**src/rtl/addr_exc_unit.sv**
```systemverilog
// Address-error exception unit: detects misaligned or privilege-violating
// fetch and data addresses, reports one exception to CP0 and holds off
// further reports until the handler returns.
//
//   state    | meaning
//   ---------+-----------------------------------------------------------
//   IDLE     | watching for faults; captures the first unstalled one
//   REPORT   | one-cycle addr_err strobe, exception requested
//   WAIT_ACK | exception still requested, waiting for CP0 to accept
//   BLOCK    | handler running; faults ignored until eret
module addr_exc_unit #(
  parameter int CNT_W = 16
) (
  input  logic             clk,
  input  logic             rst,
  input  logic             stall,
  input  logic             flush,
  input  logic             if_valid,
  input  logic [31:0]      if_pc,
  input  logic             mem_valid,
  input  logic [31:0]      mem_addr,
  input  logic [1:0]       mem_size,
  input  logic             mem_we,
  input  logic             user_mode,
  input  logic             exc_ack,
  input  logic             eret,
  output logic             addr_err,
  output logic [31:0]      badvaddr_p,
  output logic             exc_req,
  output logic [4:0]       exc_code,
  output logic             exc_from_if,
  output logic [CNT_W-1:0] err_count
);

  typedef enum logic [1:0] {IDLE, REPORT, WAIT_ACK, BLOCK} state_t;

  localparam logic [4:0] CODE_ADEL = 5'd4;
  localparam logic [4:0] CODE_ADES = 5'd5;

  state_t      state;
  logic        misaligned;
  logic        data_fault;
  logic        fetch_fault;
  logic        fault;
  logic [31:0] fault_addr;
  logic [4:0]  fault_code;
  logic        fault_from_if;

  // Fault detection; the data access belongs to the older instruction, so it wins.
  always_comb begin
    misaligned    = 1'b0;
    fault_addr    = if_pc;
    fault_code    = CODE_ADEL;
    fault_from_if = 1'b1;
    case (mem_size)
      2'b00:   misaligned = 1'b0;
      2'b01:   misaligned = mem_addr[0];
      default: misaligned = |mem_addr[1:0];
    endcase
    data_fault  = mem_valid & (misaligned | (user_mode & mem_addr[31]));
    fetch_fault = if_valid & ((|if_pc[1:0]) | (user_mode & if_pc[31]));
    fault       = data_fault | fetch_fault;
    if (data_fault) begin
      fault_addr    = mem_addr;
      fault_code    = mem_we ? CODE_ADES : CODE_ADEL;
      fault_from_if = 1'b0;
    end
  end

  // Sequencer with registered outputs; the count is bumped on entry to REPORT
  // so it already reflects the report during the strobe cycle.
  always_ff @(posedge clk) begin
    if (rst) begin
      state       <= IDLE;
      addr_err    <= 1'b0;
      exc_req     <= 1'b0;
      badvaddr_p  <= '0;
      exc_code    <= '0;
      exc_from_if <= 1'b0;
      err_count   <= '0;
    end else begin
      case (state)
        IDLE: begin
          if (fault && !stall && !flush) begin
            state       <= REPORT;
            addr_err    <= 1'b1;
            exc_req     <= 1'b1;
            badvaddr_p  <= fault_addr;
            exc_code    <= fault_code;
            exc_from_if <= fault_from_if;
            if (err_count != {CNT_W{1'b1}})
              err_count <= err_count + 1'b1;
          end
        end
        REPORT: begin
          addr_err <= 1'b0;
          if (exc_ack) begin
            state   <= BLOCK;
            exc_req <= 1'b0;
          end else begin
            state   <= WAIT_ACK;
          end
        end
        WAIT_ACK: begin
          if (exc_ack) begin
            state   <= BLOCK;
            exc_req <= 1'b0;
          end
        end
        BLOCK: begin
          if (eret)
            state <= IDLE;
        end
        default: begin
          state    <= IDLE;
          addr_err <= 1'b0;
          exc_req  <= 1'b0;
        end
      endcase
    end
  end

endmodule

```
**config.mk**
```make
export PLATFORM = sky130hd
export DESIGN_NAME = addr_exc_unit
export DESIGN_NICKNAME = d
export VERILOG_FILES = /design/src/rtl/addr_exc_unit.sv
export SDC_FILE = /design/constraint.sdc
export NUM_CORES = 1
export LEC_CHECK = 0
export CORE_MARGIN = 2
export CORE_UTILIZATION = 41
export CTS_CLUSTER_DIAMETER = 60
export CTS_CLUSTER_SIZE = 25
export DETAILED_ROUTE_END_ITERATION = 10
export GPL_TIMING_DRIVEN = 0
export PLACE_DENSITY = 0.81
export SYNTH_ARGS = -nofsm -noshare
export SYNTH_HDL_FRONTEND = slang
export SYNTH_SLANG_ARGS = --single-unit
```
**constraint.sdc**
```tcl
create_clock -name clk -period 3 [get_ports clk]
set_clock_uncertainty 0.2 [all_clocks]
set_input_delay 0.9 -clock clk [delete_from_list [all_inputs] [get_ports clk]]
set_output_delay 0.9 -clock clk [all_outputs]
set_load 0.05 [all_outputs]
```
; Word-level counts from Yosys, hierarchy flattened
; Cells that the tools add are included.
[totals]
reg_bits = 58
inputBits = 76
wordCells = 54
[classes]
addsub = 1
n_eq_ne = 9
muxes = 14
bitwise_logic = 7
reduce_logical = 16
[ops]
columns = operator, n
row1 = $mux W32, 1
row2 = $add A16 B1 Y16 const B, 1
row3 = $ne A16 B16 Y1 const B, 1
row4 = $reduce_and A3 Y1, 3
row5 = $pmux W2 S4, 1
row6 = $mux W1, 6
row7 = $mux W2, 3
row8 = $ne A2 B2 Y1 const B, 3
row9 = $pmux W1 S2, 3
row10 = $reduce_or A2 Y1, 3
row11 = $and A1 B1 Y1, 4
row12 = $eq A2 B1 Y1 const B, 2
row13 = $eq A2 B2 Y1 const B, 2
row14 = $logic_not A2 Y1, 2
row15 = $reduce_and A2 Y1, 2
row16 = $reduce_bool A2 Y1, 2
row17 = $or A1 B1 Y1, 3
row18 = $logic_and A1 B1 Y1, 2
row19 = $logic_not A1 Y1, 2
row20 = $ne A2 B1 Y1 const B, 1

; Logic depth before layout (Yosys ltp)
[depth]
word_depth = 9
ltp_mapped = 9

; Worst setup path after synthesis
; No wires, ideal clock.
[synth_timing]
path_type = input to register
startpoint = input mem_size[0]
endpoint = register err_count[9]
setup_ps = 123
arrival_ps = 2191
required_ps = 2677
setup_slack_ps = 486
cell_stages = 6
n_path_buf = 1
path_cell_list = a22o_1 -> o2111a_1 -> or2_1 -> buf_2 -> nand4_1 -> mux2_1
[synth_via]
elab_chain_cells = 8
elab_cells_between_ends = 9
classes_between = 1 x eq/ne / 1 x mux / 3 x bitwise / 4 x reduce/logical
[synth_rtl]
columns = element, line_no
row1 = start: declaration, 22  ; input logic [1:0] mem_size,
row2 = $eq A2 B1 Y1 / $logic_not A2 Y1 (equally long branches), 55  ; case (mem_size)
row3 = $pmux W1 S2 (*), 55
row4 = $or A1 B1 Y1 (*), 60  ; data_fault = mem_valid & (misaligned | (user_mode & mem_addr[31]));
row5 = $and A1 B1 Y1 (*), 60
row6 = $or A1 B1 Y1 (*), 62  ; fault = data_fault | fetch_fault;
row7 = $logic_and A1 B1 Y1 (*) (2 in series), 84  ; if (fault && !stall && !flush) begin
row8 = $reduce_and A3 Y1 (no source line) (*), -
row9 = end signal: assignment, 92  ; err_count <= err_count + 1'b1;
row10 = end: declaration, 32  ; output logic [CNT_W-1:0] err_count
; Mark *: on every way between the ends. The rest lies on a longest branch, timed or not.
; A chain may end at the register's enable or synchronous reset.

; Worst setup path in the final report
[layout_timing]
startpoint = input mem_addr[0]
endpoint = register badvaddr_p[10]
[layout_via]
elab_chain_cells = 8
elab_cells_between_ends = 9
classes_between = 2 x mux / 3 x bitwise / 4 x reduce/logical
[layout_rtl]
columns = element, line_no
row1 = start: declaration, 21  ; input logic [31:0] mem_addr,
row2 = $reduce_or A2 Y1, 58  ; default: misaligned = |mem_addr[1:0];
row3 = $pmux W1 S2 (*), 55
row4 = $or A1 B1 Y1 (*), 60
row5 = $and A1 B1 Y1 (*), 60
row6 = $or A1 B1 Y1, 62
row7 = $logic_and A1 B1 Y1 (2 in series), 84
row8 = $reduce_and A2 Y1 (no source line), -
row9 = end signal: assignment, 88  ; badvaddr_p <= fault_addr;
row10 = end: declaration, 28  ; output logic [31:0] badvaddr_p,
; Marks and branches as above.

==> flow_summary_export.csv <==
group,metric,value,unit
synthesis,syn_avg_cell_area,9.15,um^2
timing,fin_setup_tns,0,ns
drt,routedWlPerCell,15.6,um
grt,grt_max_degree,18,
worst_hold_path,min_path_type,"flip-flop to flip-flop",
die,initial_core_util,0.424,
synthesis,synth_common_cells,"dfxtp_1 (55), nor2_1 (45), mux2i_1 (33), a211oi_1 (25), a21oi_1 (15)",
grt,grt_pass1_wl,12.8,mm
drt,drc,0,
synthesis,yosys.cell_count.top_type,"dfxtp_1",
drt,first_pass_iters,4,
die,core,6350,um^2
grt,grt_antenna_before_repair,0,
drt,ant_nets,0,
synthesis,synthCells,294,
setup_path,crit_required,3.00,ns
clock_tree,clk_path_buf_depth,2,
synthesis,synth_largest_area_cell,"dfxtp_1",
drt,dr.first_iter.drc_count,76,
timing,worst_slew_pin_slew,0.641,ns
clock_tree,cts_num_sinks,55,
placement,hpwl,6.08,mm
clock_tree,cts_tree,"yes",
cells_and_area,layout.nets,513,
cells_and_area,drive_gt1_frac,0.0856,
die,fp-row-count,29,
setup_path,path_max_fanout,10,
grt,grt_pass1_vias,2608,
setup_path,crit_arrival,2.82,ns
clock_tree,cts_hold_buf,0,
die,fp.dieW,85,um
setup_path,cp-end-kind,"flip-flop",
pwr,ir_drop,0.000398,V
clock_tree,root_buffer,"clkbuf_8",
cells_and_area,antenna_cells,0,
grt,overflow,0,
timing,clock.fmax,355,MHz
cells_and_area,final_cells,509,
clock_tree,cts-buffers-inserted,5,
timing,setup_slack,0.181,ns
setup_path,cp-start-kind,"input pin",
pwr,p_per_area,575,nW/um^2
synthesis,yosys_most_used_dff,"dfxtp_1",
timing,slew_violations,0,
die,boundaryPins,132,
synthesis,synthArstFlopShare,0,
synthesis,yosysWarnings,0,
timing,relSlewSlack,0.573,
placement,pre_cts_slack,-0.150,ns
placement,portBuffers,128,
pwr,leakagePower,1.60,nW
timing,finalSetupViolations,0,
cells_and_area,syn_to_final_growth,56.1,%
clock_tree,clkTransAtPathRegs,0.10,ns
drt,num_vias,2716,
timing,fin_crit_sh,0.940,
setup_path,critPathKind,"input pin to flip-flop",
synthesis,synth_seq_area_share,0.409,
job,maxCapViolCount,0,
synthesis,syn_area,2690,um^2
synthesis,yosysTopAreaCellShare,0.409,
timing,grt_setup_unrepaired,"no",
timing,whs,0.266,ns
pwr,p_total,0.00241,W
drt,via_per_inst,5.34,
grt,grtUsageTotal,0.216,
timing,finalCriticalPeriod,2.82,ns
clock_tree,cts_setup_buffers,0,
placement,dp.cells,501,
die,die-area,7230,um^2
clock_tree,insertion_delay,0.30,ns
outcome,status,"finished clean",
drt,wl,7.92,mm
clock_tree,cts_htree_levels,2,
placement,gp_congestion,0.815,
synthesis,ys_top_cells_by_area,"dfxtp_1 (41%), mux2i_1 (12%), a211oi_1 (7.0%)",
die,die_h,85,um
timing,hold_violations,0,
synthesis,synth_edf_count,0,
synthesis,synth_cell_types,43,
synthesis,ys_ff_latch,55,
-- flip-flops by register name, indices dropped and copies added (netlist names) --
signal	flops
addr_err	1
badvaddr_p	32
err_count	16
exc_code	2
exc_from_if	1
exc_req	1
state	2
-- cell type report --
type | instances | area [um^2]
well taps | 77 | 96.3
plain buffers | 23 | 128
flip-flops and latches | 55 | 1100
multi-input cells | 211 | 1450
fillers | 561 | 2150
repair buffers | 128 | 1280
clock buffers | 6 | 82.6
clock inverters | 2 | 38.8
inverters | 7 | 26.3
-- timing repair --
action | in CTS | in global routing
gates resized for setup | 0 | 1
endpoints found under the setup margin | 0 | 1
endpoints found under the hold margin | 0 | 0
-- layout by cell type, fill, tap and decap left out, types with 5 or more instances in the layout --
cell             count
or3_1               10
nand3_1              5
mux2i_1             33
a211oi_1            25
nand4_1              7
buf_2               12
clkbuf_1             6
nand2_1              6
nor2_1              44
ha_1                 6
a21oi_1             15
a211oi_2             9
inv_1                7
clkdlybuf4s50_1    128
dfxtp_1             55
clkbuf_8             6
o21ai_0             11
-- per-stage QoR --
stage	cell area, um^2	util
floorplan	2700	-
global placement	4080	0.642
detailed placement	4080	0.642
CTS	4200	0.661
global route	4200	0.661
finish	4200	0.661
-- layer usage --
layer | global-route usage | share of wire | vias up
met5 | 0 | 0 | -
met4 | 0.0505 | 0.014 | 0
met3 | 0.0477 | 0.053 | 8
met2 | 0.391 | 0.50 | 79
met1 | 0.260 | 0.43 | 1277
li1 | - | - | 1352
-- worst paths after layout --
| check | cells past startpoint | slack (ns) | from | to |
|---|---|---|---|---|
| worst max-delay path | 8 | 0.18 | mem_addr[0] | badvaddr_p[10] |
| worst min-delay path | 2 | 0.27 | exc_code[0] | exc_code[0] |
| worst max register to register | 6 | 0.81 | err_count[0] | err_count[9] |
| worst min register to register | 2 | 0.27 | exc_code[0] | exc_code[0] |
-- kinds of logic (layout without fill, tap and decap cells) --
group / Yosys count / after routing / share of synthesized area
flip-flops: 55 / 55 / 0.409
buffers and inverters: 30 / 166 / 0.0572
AND/OR/NAND/NOR: 90 / 90 / 0.164
AO/OA/AOI/OAI: 76 / 76 / 0.207
adder cells (fa/ha/maj): 6 / 6 / 0.0279
multiplexers: 34 / 34 / 0.127
XOR/XNOR: 2 / 2 / 0.00651
other: 1 / 3 / 0.00139
-- report_power, final --
| part | internal (W) | switching (W) | total (W) |
|---|---|---|---|
| Combinational | 0.000397 | 0.000616 | 0.00101 |
| Sequential | 0.000825 | 0.0000515 | 0.000876 |
| Clock | 0.000275 | 0.000249 | 0.000524 |
-- critical path, cell delays in order --
cell and delay, ns:
clkdlybuf4s50_1 0.50, a22o_1 0.24, o2111a_1 0.32, or2_1 0.12, buf_2 0.18, buf_2 0.24, nor2_1 0.08, a211oi_1 0.24
Power figures use the tool's default switching activity.
